**src/rtl/pc_seq_pkg.sv**
```systemverilog
// Package: pc_seq_pkg
// Shared definitions for the program-counter sequencer, the decoder and the
// EX/MA pipeline register: the next-PC selector encoding, the branch/jump
// take-condition helper and default address constants.
package pc_seq_pkg;

    // Next-PC selector as carried through EX/MA.
    typedef enum logic [2:0] {
        SEL_SEQ  = 3'd0,
        SEL_BLT  = 3'd1,
        SEL_BEQ  = 3'd2,
        SEL_JAL  = 3'd3,
        SEL_JALR = 3'd4,
        SEL_BNE  = 3'd5,
        SEL_BGE  = 3'd6,
        SEL_TRAP = 3'd7
    } sel_e;

    localparam int unsigned DEFAULT_XLEN         = 32;
    localparam int unsigned DEFAULT_RESET_VECTOR = 0;
    localparam int unsigned DEFAULT_INSTR_BYTES  = 4;

    // Whether the selected control transfer is taken, given the EX compare flags.
    function automatic logic take_cond(input sel_e sel, input logic less, input logic zero);
        logic take;
        case (sel)
            SEL_SEQ:  take = 1'b0;
            SEL_BLT:  take = less;
            SEL_BEQ:  take = zero;
            SEL_BNE:  take = ~zero;
            SEL_BGE:  take = ~less;
            default:  take = 1'b1;  // JAL, JALR, TRAP are unconditional
        endcase
        return take;
    endfunction

endpackage

```
**src/rtl/pc_flush_shadow.sv**
```systemverilog
// Module: pc_flush_shadow
// Loadable down-counter that keeps the wrong-path flush asserted for DEPTH
// cycles after a redirect. It counts down every edge, independent of stalls.
// Ports:
//   clk    in   clock, rising edge
//   rst    in   asynchronous active-high reset
//   load   in   redirect taken this cycle: reload counter with DEPTH
//   flush  out  registered, high while the counter is non-zero
module pc_flush_shadow #(
    parameter int unsigned DEPTH = 2
) (
    input  logic clk,
    input  logic rst,
    input  logic load,
    output logic flush
);

    localparam int unsigned CW = 3;  // holds DEPTH up to 7

    logic [CW-1:0] cnt;
    logic [CW-1:0] cnt_next;

    // NOTE: every signal assigned in always_comb gets a default first so no latch is inferred.
    always_comb begin
        cnt_next = cnt;
        if (load)
            cnt_next = CW'(DEPTH);
        else if (cnt != '0)
            cnt_next = cnt - CW'(1);
    end

    // flush is registered from the next count so it is glitch-free at the boundary.
    // NOTE: sequential state uses non-blocking assignments so all registers update together.
    always_ff @(posedge clk or posedge rst) begin
        if (rst) begin
            cnt   <= '0;
            flush <= 1'b0;
        end else begin
            cnt   <= cnt_next;
            flush <= (cnt_next != '0);
        end
    end

endmodule

```
**src/rtl/pc_sequencer.sv**
```systemverilog
// Module: pc_sequencer
// Program-counter unit: owns the PC register and resolves the next fetch
// address from EX/MA branch/jump information, with a flush shadow after each
// redirect, target alignment trapping and a saturating taken-redirect counter.
// Ports:
//   ClkIn, RstIn        clock (rising) and asynchronous active-high reset
//   StallIn             hold PC (a redirect still wins)
//   ValidIn             EX/MA selector and targets are valid
//   SelectorIn          next-PC mode (see pc_seq_pkg::sel_e)
//   LessIn, ZeroIn      rs1<rs2, rs1==rs2
//   PCRelAddrIn         PC-relative target
//   RegRelAddrIn        register-relative target (bit 0 cleared)
//   TrapVecIn           trap handler base (already aligned)
//   PCOut               current fetch address
//   SeqAddrOut          PCOut + INSTR_BYTES
//   RedirectOut         combinational: redirect taken this cycle
//   FlushOut            registered: kill wrong-path stages
//   MisalignOut         registered one-cycle pulse after a misaligned redirect
//   TakenCntOut         saturating count of redirects since reset
module pc_sequencer
    import pc_seq_pkg::*;
#(
    parameter int unsigned          XLEN         = DEFAULT_XLEN,
    parameter logic [XLEN-1:0]      RESET_VECTOR = XLEN'(DEFAULT_RESET_VECTOR),
    parameter int unsigned          INSTR_BYTES  = DEFAULT_INSTR_BYTES,
    parameter int unsigned          FLUSH_DEPTH  = 2,
    parameter int unsigned          CNT_W        = 16
) (
    input  logic              ClkIn,
    input  logic              RstIn,
    input  logic              StallIn,
    input  logic              ValidIn,
    input  logic [2:0]        SelectorIn,
    input  logic              LessIn,
    input  logic              ZeroIn,
    input  logic [XLEN-1:0]   PCRelAddrIn,
    input  logic [XLEN-1:0]   RegRelAddrIn,
    input  logic [XLEN-1:0]   TrapVecIn,
    output logic [XLEN-1:0]   PCOut,
    output logic [XLEN-1:0]   SeqAddrOut,
    output logic              RedirectOut,
    output logic              FlushOut,
    output logic              MisalignOut,
    output logic [CNT_W-1:0]  TakenCntOut
);

    localparam logic [XLEN-1:0]  ALIGN_MASK = XLEN'(INSTR_BYTES - 1);
    localparam logic [XLEN-1:0]  STEP       = XLEN'(INSTR_BYTES);
    localparam logic [CNT_W-1:0] CNT_MAX    = '1;

    sel_e            sel;
    logic            accept;
    logic            take;
    logic            misalign;
    logic [XLEN-1:0] raw_target;
    logic [XLEN-1:0] target;
    logic [XLEN-1:0] pc_next;

    assign sel        = sel_e'(SelectorIn);
    // Requests inside the flush shadow come from wrong-path instructions.
    assign accept     = ValidIn & ~FlushOut;
    assign take       = take_cond(sel, LessIn, ZeroIn);
    assign RedirectOut = accept & take;
    assign SeqAddrOut = PCOut + STEP;  // wraps modulo 2^XLEN

    always_comb begin
        raw_target = PCRelAddrIn;
        case (sel)
            SEL_JALR: raw_target = RegRelAddrIn & ~XLEN'(1);
            SEL_TRAP: raw_target = TrapVecIn;
            default:  raw_target = PCRelAddrIn;
        endcase
    end

    // The trap vector is aligned by integration, so TRAP is never flagged.
    assign misalign = (sel != SEL_TRAP) && ((raw_target & ALIGN_MASK) != '0);
    assign target   = misalign ? TrapVecIn : raw_target;

    always_comb begin
        pc_next = SeqAddrOut;
        if (RedirectOut)
            pc_next = target;
        else if (StallIn)
            pc_next = PCOut;
    end

    always_ff @(posedge ClkIn or posedge RstIn) begin
        if (RstIn) begin
            PCOut       <= RESET_VECTOR;
            MisalignOut <= 1'b0;
            TakenCntOut <= '0;
        end else begin
            PCOut       <= pc_next;
            MisalignOut <= RedirectOut & misalign;
            if (RedirectOut && (TakenCntOut != CNT_MAX))
                TakenCntOut <= TakenCntOut + CNT_W'(1);
        end
    end

    pc_flush_shadow #(
        .DEPTH (FLUSH_DEPTH)
    ) u_flush_shadow (
        .clk   (ClkIn),
        .rst   (RstIn),
        .load  (RedirectOut),
        .flush (FlushOut)
    );

endmodule

```
**config.mk**
```make
export PLATFORM = sky130hd
export DESIGN_NAME = pc_sequencer
export DESIGN_NICKNAME = d
export VERILOG_FILES = /design/src/rtl/pc_seq_pkg.sv /design/src/rtl/pc_flush_shadow.sv /design/src/rtl/pc_sequencer.sv
export SDC_FILE = /design/constraint.sdc
export NUM_CORES = 1
export LEC_CHECK = 0
export CAP_MARGIN = 15
export CORE_UTILIZATION = 28
export CTS_BUF_LIST = sky130_fd_sc_hd__clkbuf_16
export CTS_CLUSTER_DIAMETER = 80
export CTS_CLUSTER_SIZE = 8
export DETAILED_ROUTE_END_ITERATION = 8
export PLACE_DENSITY = 0.63
export SYNTH_ARGS = -nofsm -noshare
export SYNTH_HDL_FRONTEND = slang
export SYNTH_SLANG_ARGS = --single-unit
```
**constraint.sdc**
```tcl
create_clock -name ClkIn -period 5.15 [get_ports ClkIn]
set_input_delay 0.7725 -clock ClkIn [delete_from_list [all_inputs] [get_ports ClkIn]]
set_output_delay 0.7725 -clock ClkIn [all_outputs]
set_load 0.01 [all_outputs]
```
==> results.ini, run 1 <==
[status]
status = completed

[die]
start_util_pct = 28.7
die_w_um = 124
die_y_um = 124
ios = 188
die_area_mm2 = 0.0155
rows = 44
core_area_mm2 = 0.0146

[clocking]
cts_tree = built
clk_latency_ns = 0.30
cts_setup_buffers = 0
cts.path.max_buffers = 2
cts_max_level = 2
ctsResizeCount = 0
cts_made_buffers = 5
cts_hold_buffers = 0
path_clk_slew_ns = 0.08
cts_root_buf = clkbuf_16
cts_num_sinks = 53

[logic_synthesis]
syn_avg_cell_area_um2 = 8.47
synth_mux_area_share_pct = 1.01
synth_area_mm2 = 0.00419
seq_area_frac_synth_pct = 31.6
synthXorXnorAreaFrac_pct = 15.0
syn_inst = 495
synth.distinct_cells = 50
yosys_warnings = 0
synth_fp_nets = 608
synth_top_family_by_area = simple AND/OR/NAND/NOR gates
yosysTopAreaCell = dfrtp_1
ys_ff_latch = 53
synthAdderAreaFrac_pct = 2.39
synth-simple-area-share_pct = 24.1
synth_top_cell_area_share_pct = 31.6
synth-compound-area-share_pct = 20.0
synthTopCellsByArea = dfrtp_1, xnor2_1, xor2_1

[global_routing]
grt_pass1_vias = 4415
antenna_found_initial = 1
grt_usage_pct = 18.4
grt_overflow = 0
grt_pass1_wl_um = 23200
grt_max_degree = 54

[power]
power.leakage_nw = 2.43
peakVddDrop_mv = 0.171
power_density_mw_per_mm2 = 416
design_power_total_mw = 2.64

[sta]
whs_ns = 0.505
hold_viol = 0
rsz0062_at_grt = no
min_period_over_period_pct = 83.9
tns_ns = 0
maxSlewViolCount = 0
tightest_slew_ns = 1.07
maxSlewHeadroom_pct = 28.1
setup_ws_ns = 0.830
fmax_mhz = 231
fin_worst_skew_ns = 0.00969
setup_viol = 0
period_needed_ns = 4.32

[worst_setup_path]
cp-start-kind = input pin
r2r_start = PCOut[2]
critPathMaxStageDelay_ns = 0.85
r2r-end = PCOut[28]
r2r_slack_ns = 2.72
cp.required_ns = 4.38
crit_chain = clkdlybuf4s50_1 > inv_1 > ha_1 > or2_2 > a32oi_1 > o21ai_4 > clkinv_1 > clkdlybuf4s50_1
worstRegToRegCells = 6
worstSetupPathType = input pin to primary output
endpoint = RedirectOut
worstSetupEndpointType = primary output
cp-startpoint = SelectorIn[1]
crit_top_cell = clkdlybuf4s50_1
critPathSlowestCell = o21ai_4
crit_path_max_fanout = 42
arrival_ns = 3.55

[min_path]
min_path_type = flip-flop to flip-flop

[final_layout]
synthToLayoutAreaGrowth_pct = 51.1
final_nets = 771
final_core_util_pct = 43.4
drive_above_1_share_pct = 5.01

[routing]
drtIter0Drc = 248
antenna_left = 0
drcViolationCount = 0
post_drt_wl_per_cell_um = 17.1
viasPerCell = 5.12
first_pass_iters = 4
wirelength_um = 14500
vias = 4322

[place]
place_hpwl_um = 11000
pre_cts_slack_ns = 0.824
place.gp.congestion = 0.839
portBuffers = 186

[flow_run]
maxCapViolations = 0

-- power by group --
group | internal, mW | total [mW] | switching, mW
combinational | 0.817 | 1.41 | 0.596
sequential | 0.566 | 0.878 | 0.312
clock | 0.182 | 0.348 | 0.166
-- how the worst min path moves through the flow --
stage	start	endpoint	slack, ns	cells after the start
2_1_floorplan	u_flush_shadow.cnt[1]	u_flush_shadow.cnt[1]	0.49	2
6_report	TakenCntOut[15]	TakenCntOut[15]	0.51	1
4_1_cts	TakenCntOut[15]	TakenCntOut[15]	0.51	1
3_5_place_dp	TakenCntOut[4]	TakenCntOut[4]	0.49	1
3_3_place_gp	TakenCntOut[4]	TakenCntOut[4]	0.49	1
5_1_grt	TakenCntOut[4]	TakenCntOut[4]	0.54	1
-- layer usage --
layer / up-vias / wire, um / global-route usage [%]
li1: 2114 / - / -
met1: 2060 / 6650 / 24.2
met2: 132 / 6780 / 30.9
met3: 16 / 783 / 3.22
met4: 0 / 228 / 4.68
met5: - / 0 / 0
-- critical path, delay by kind of cell --
family | cells | cell delay, ns
AO/OA/AOI/OAI | 2 | 0.93
adder cells (fa/ha/maj) | 1 | 0.30
buffers and inverters | 4 | 1.36
AND/OR/NAND/NOR | 1 | 0.17
-- stage by stage --
step	instance area, um^2	std cells
6_report	6340	844
5_1_grt	6340	844
4_1_cts	6330	843
3_5_place_dp	6190	835
3_3_place_gp	6190	835
2_1_floorplan	4190	495
-- synth_stat cells, drive strengths merged --
library cell,number
nand2b,4
nor3,16
clkinv,1
a21oi,29
o211a,1
or4,2
nand2,28
clkbuf,24
xnor2,45
a32oi,1
nor4,12
nand4,13
inv,20
and3,8
nor4b,2
and2,16
nor2,28
mux2i,2
nor2b,4
o21ai,26
o21bai,1
ha,8
o32ai,1
and4,4
xor2,27
o211ai,2
nand4b,1
a2bb2oi,1
buf,12
o221ai,12
a211oi,8
a31oi,1
nand3,34
mux2,2
dfrtp,53
a22o,22
or2,5
a22oi,19
-- registers in the layout, indices dropped and copies added, names as in the netlist --
| name | count |
|---|---|
| MisalignOut | 1 |
| TakenCntOut | 16 |
| u_flush_shadow.cnt | 3 |
| PCOut | 32 |
| u_flush_shadow.flush | 1 |
-- cells in the final DEF (no fill, tap or decap), drive strengths merged, types with 2 or more instances in the layout --
cell type      netlist  routed
or4                  2       2
a21oi               29      29
xor2                27      27
inv                 20      21
ha                   8       8
mux2                 2       2
buf                 12       6
and3                 8       8
nor3                16      16
and4                 4       4
clkbuf              24       5
o221ai              12      12
nand3               34      34
nand4               13      13
nor2b                4       4
o21ai               26      26
nor4                12      12
clkinv               1       2
mux2i                2       2
nor2                28      28
xnor2               45      45
and2                16      16
a22o                22      22
o211ai               2       2
nor4b                2       2
dfrtp               53      53
a22oi               19      19
clkdlybuf4s50        0     186
or2                  5       5
nand2b               4       4
a211oi               8       8
nand2               28      28
-- area by class of cell --
type / count / area (um^2)
tap: 184 / 230
clock buffer: 5 / 125
sequential: 53 / 1330
inverter: 21 / 78.8
fill: 1483 / 8250
multi-input combinational: 385 / 2650
antenna: 1 / 2.50
clock inverter: 3 / 21.3
timing repair buffer: 192 / 1910
-- logic make-up after synthesis --
kind of cell | Yosys count
compound gates | 124
buf+inv | 57
fa+ha+maj | 8
xor+xnor | 72
flops | 53
simple gates | 177
mux | 4
(Power assumes the default switching activity.)
==> inputs of run 2 (changes only) <==
clock period = 4.05 ns   (was 5.15 ns; I/O delays follow)
==> results.ini, run 2 (synthesis gave the netlist of run 1 again) <==
[status]
status = completed

[final_layout]
top_register = PCOut
drive_above_1_share_pct = 5.58  ; +0.57 points
synthToLayoutAreaGrowth_pct = 52.4
top_regs = PCOut x32, TakenCntOut x16, u_flush_shadow.cnt x3
register_area_mm2 = 0.00133  ; unchanged
finalInstanceArea_mm2 = 0.00639  ; +0.87%
final_common_cell = clkdlybuf4s50_1
final_nets = 776  ; +0.65%
largest_register_ffs = 32  ; unchanged
fillers = 1442  ; -2.8%
layout_common_cells = clkdlybuf4s50_1, dfrtp_1, xnor2_1, nand3_1, a21oi_1
multiInputGateArea_mm2 = 0.00265  ; unchanged

[clocking]
cts_num_sinks = 53  ; unchanged
cts_setup_buffers = 0  ; unchanged
cts.path.max_buffers = 2  ; unchanged
ctsResizeCount = 0  ; unchanged
cts_max_level = 2  ; unchanged
cts_made_buffers = 5  ; unchanged
path_clk_slew_ns = 0.07  ; about the same
cts_root_buf = clkbuf_16
clk_latency_ns = 0.29  ; about the same
cts_tree = built
cts_hold_buffers = 0  ; unchanged

[worst_setup_path]
cp-start-kind = flip-flop
critPathMaxStageDelay_ns = 0.72  ; -0.13 ns
critPathTopFamily = simple AND/OR/NAND/NOR gates
critical_path_buf_inv_count = 1  ; -3
cp.required_ns = 3.44  ; -0.94 ns
crit_path_max_fanout = 9  ; -79%
critPathSlowestCell = or4_1
crit_chain = nand4_1 > or4_1 > or2_1 > nor2_1 > xor2_1 > clkdlybuf4s50_1
arrival_ns = 3.00  ; -0.55 ns
worstSetupPathType = flip-flop to primary output
worstSetupEndpointType = primary output

[die]
die_area_mm2 = 0.0155  ; unchanged
start_util_pct = 28.7  ; unchanged
die_w_um = 124  ; unchanged
core_area_mm2 = 0.0146  ; unchanged
die_y_um = 124  ; unchanged
ios = 188  ; unchanged
rows = 44  ; unchanged

[power]
power_density_mw_per_mm2 = 532  ; +28%
power.leakage_nw = 2.46  ; +1.4%
power_switching_mw = 1.34  ; +25%
swShare_pct = 39.4  ; -1.3 points
design_power_total_mw = 3.40  ; +29%
p_clk_share_pct = 14.1  ; +0.9 points
p_int_mw = 2.06  ; +32%
p_seq_share_pct = 31.9  ; -1.4 points
comb_power_share_pct = 53.9  ; +0.3 points
peakVddDrop_mv = 0.220  ; +29%

[place]
portBuffers = 186  ; unchanged
place_hpwl_um = 11300  ; +3.0%
place.gp.congestion = 0.856  ; +2.1%
place_area_mm2 = 0.00622  ; +0.61%

[global_routing]
grt_pass1_wl_um = 23500  ; +1.1%
grt_busiest_layer = met2
grt_usage_pct = 18.6  ; +0.25 points
grt_pass1_vias = 4460  ; +1.0%
antenna_found_initial = 1  ; unchanged
gr-usage-met1_pct = 24.2  ; +0.061 points
gr-usage-met3_pct = 3.78  ; +0.56 points
grt_overflow = 0  ; unchanged
grt_util_met2_pct = 31.5  ; +0.62 points
grt_max_degree = 43  ; -20%

[sta]
maxSlewHeadroom_pct = 48.3  ; +20 points
setup_viol = 0  ; unchanged
hold_viol = 0  ; unchanged
maxSlewViolCount = 0  ; unchanged
fmax_mhz = 277
tightest_slew_ns = 0.765  ; -0.309 ns
fin_worst_skew_ns = 0.0102  ; +0.000459 ns
rsz0062_at_grt = no
period_needed_ns = 3.61
min_period_over_period_pct = 89.0
tns_ns = 0  ; unchanged

[routing]
wirelength_um = 14500  ; +0.26%
first_pass_iters = 4  ; unchanged
antenna_left = 0  ; unchanged
drcViolationCount = 0  ; unchanged
drtIter0Drc = 228  ; -8.1%
viasPerCell = 5.11  ; -0.15%
post_drt_wl_per_cell_um = 17.1  ; -0.22%
vias = 4336  ; +0.32%

[flow_run]
maxCapViolations = 0  ; unchanged

[min_path]
min_path_type = flip-flop to flip-flop

## run 2: worst paths after layout
kind                                  from               to  slack, ns  cells past startpoint
max                              PCOut[14]   SeqAddrOut[27]       0.44                      6
min                        TakenCntOut[15]  TakenCntOut[15]       0.51                      1
max reg2reg                       PCOut[2]        PCOut[26]       1.83                      7
min in group asynchronous            RstIn   TakenCntOut[1]       0.76                      2
max in group asynchronous            RstIn         PCOut[7]       2.54                      3
min reg2reg                TakenCntOut[15]  TakenCntOut[15]       0.51                      1
## run 2: final cells by class
cell class / instances / share of cell area, %
multi-input cells: 385 / 41.4
repair buffers: 197 / 30.4
flip-flops and latches: 53 / 20.8
well taps: 184 / 3.60
clock buffers: 5 / 1.96
inverters: 21 / 1.23
clock inverters: 2 / 0.607
diodes: 1 / 0.0392
## run 2: power by group through the flow
stage	Clock, mW	Combinational (mW)	Sequential (mW)
floorplan	0	0.878	1.03
global placement	0	1.81	1.08
detailed placement	0	1.84	1.09
CTS	0.498	1.85	1.09
global route	0.523	1.98	1.13
finish	0.481	1.83	1.09
## run 2: metrics by stage
| step | worst slack, ns | cells | util (%) | hold WS [ns] |
|---|---|---|---|---|
| finish | 0.444 | 848 | 43.8 | 0.509 |
| global placement | 0.705 | 840 | 42.7 | 0.487 |
| global route | 0.241 | 847 | 43.8 | 0.542 |
| floorplan | 1.38 | 495 | - | 0.493 |
| detailed placement | 0.657 | 840 | 42.7 | 0.496 |
| CTS | 0.417 | 847 | 43.8 | 0.506 |
## run 2: metal layers
layer,up-vias,wire length [um]
li1,2120,-
met2,149,7030
met4,0,158
met3,10,858
met5,-,0
met1,2057,6440
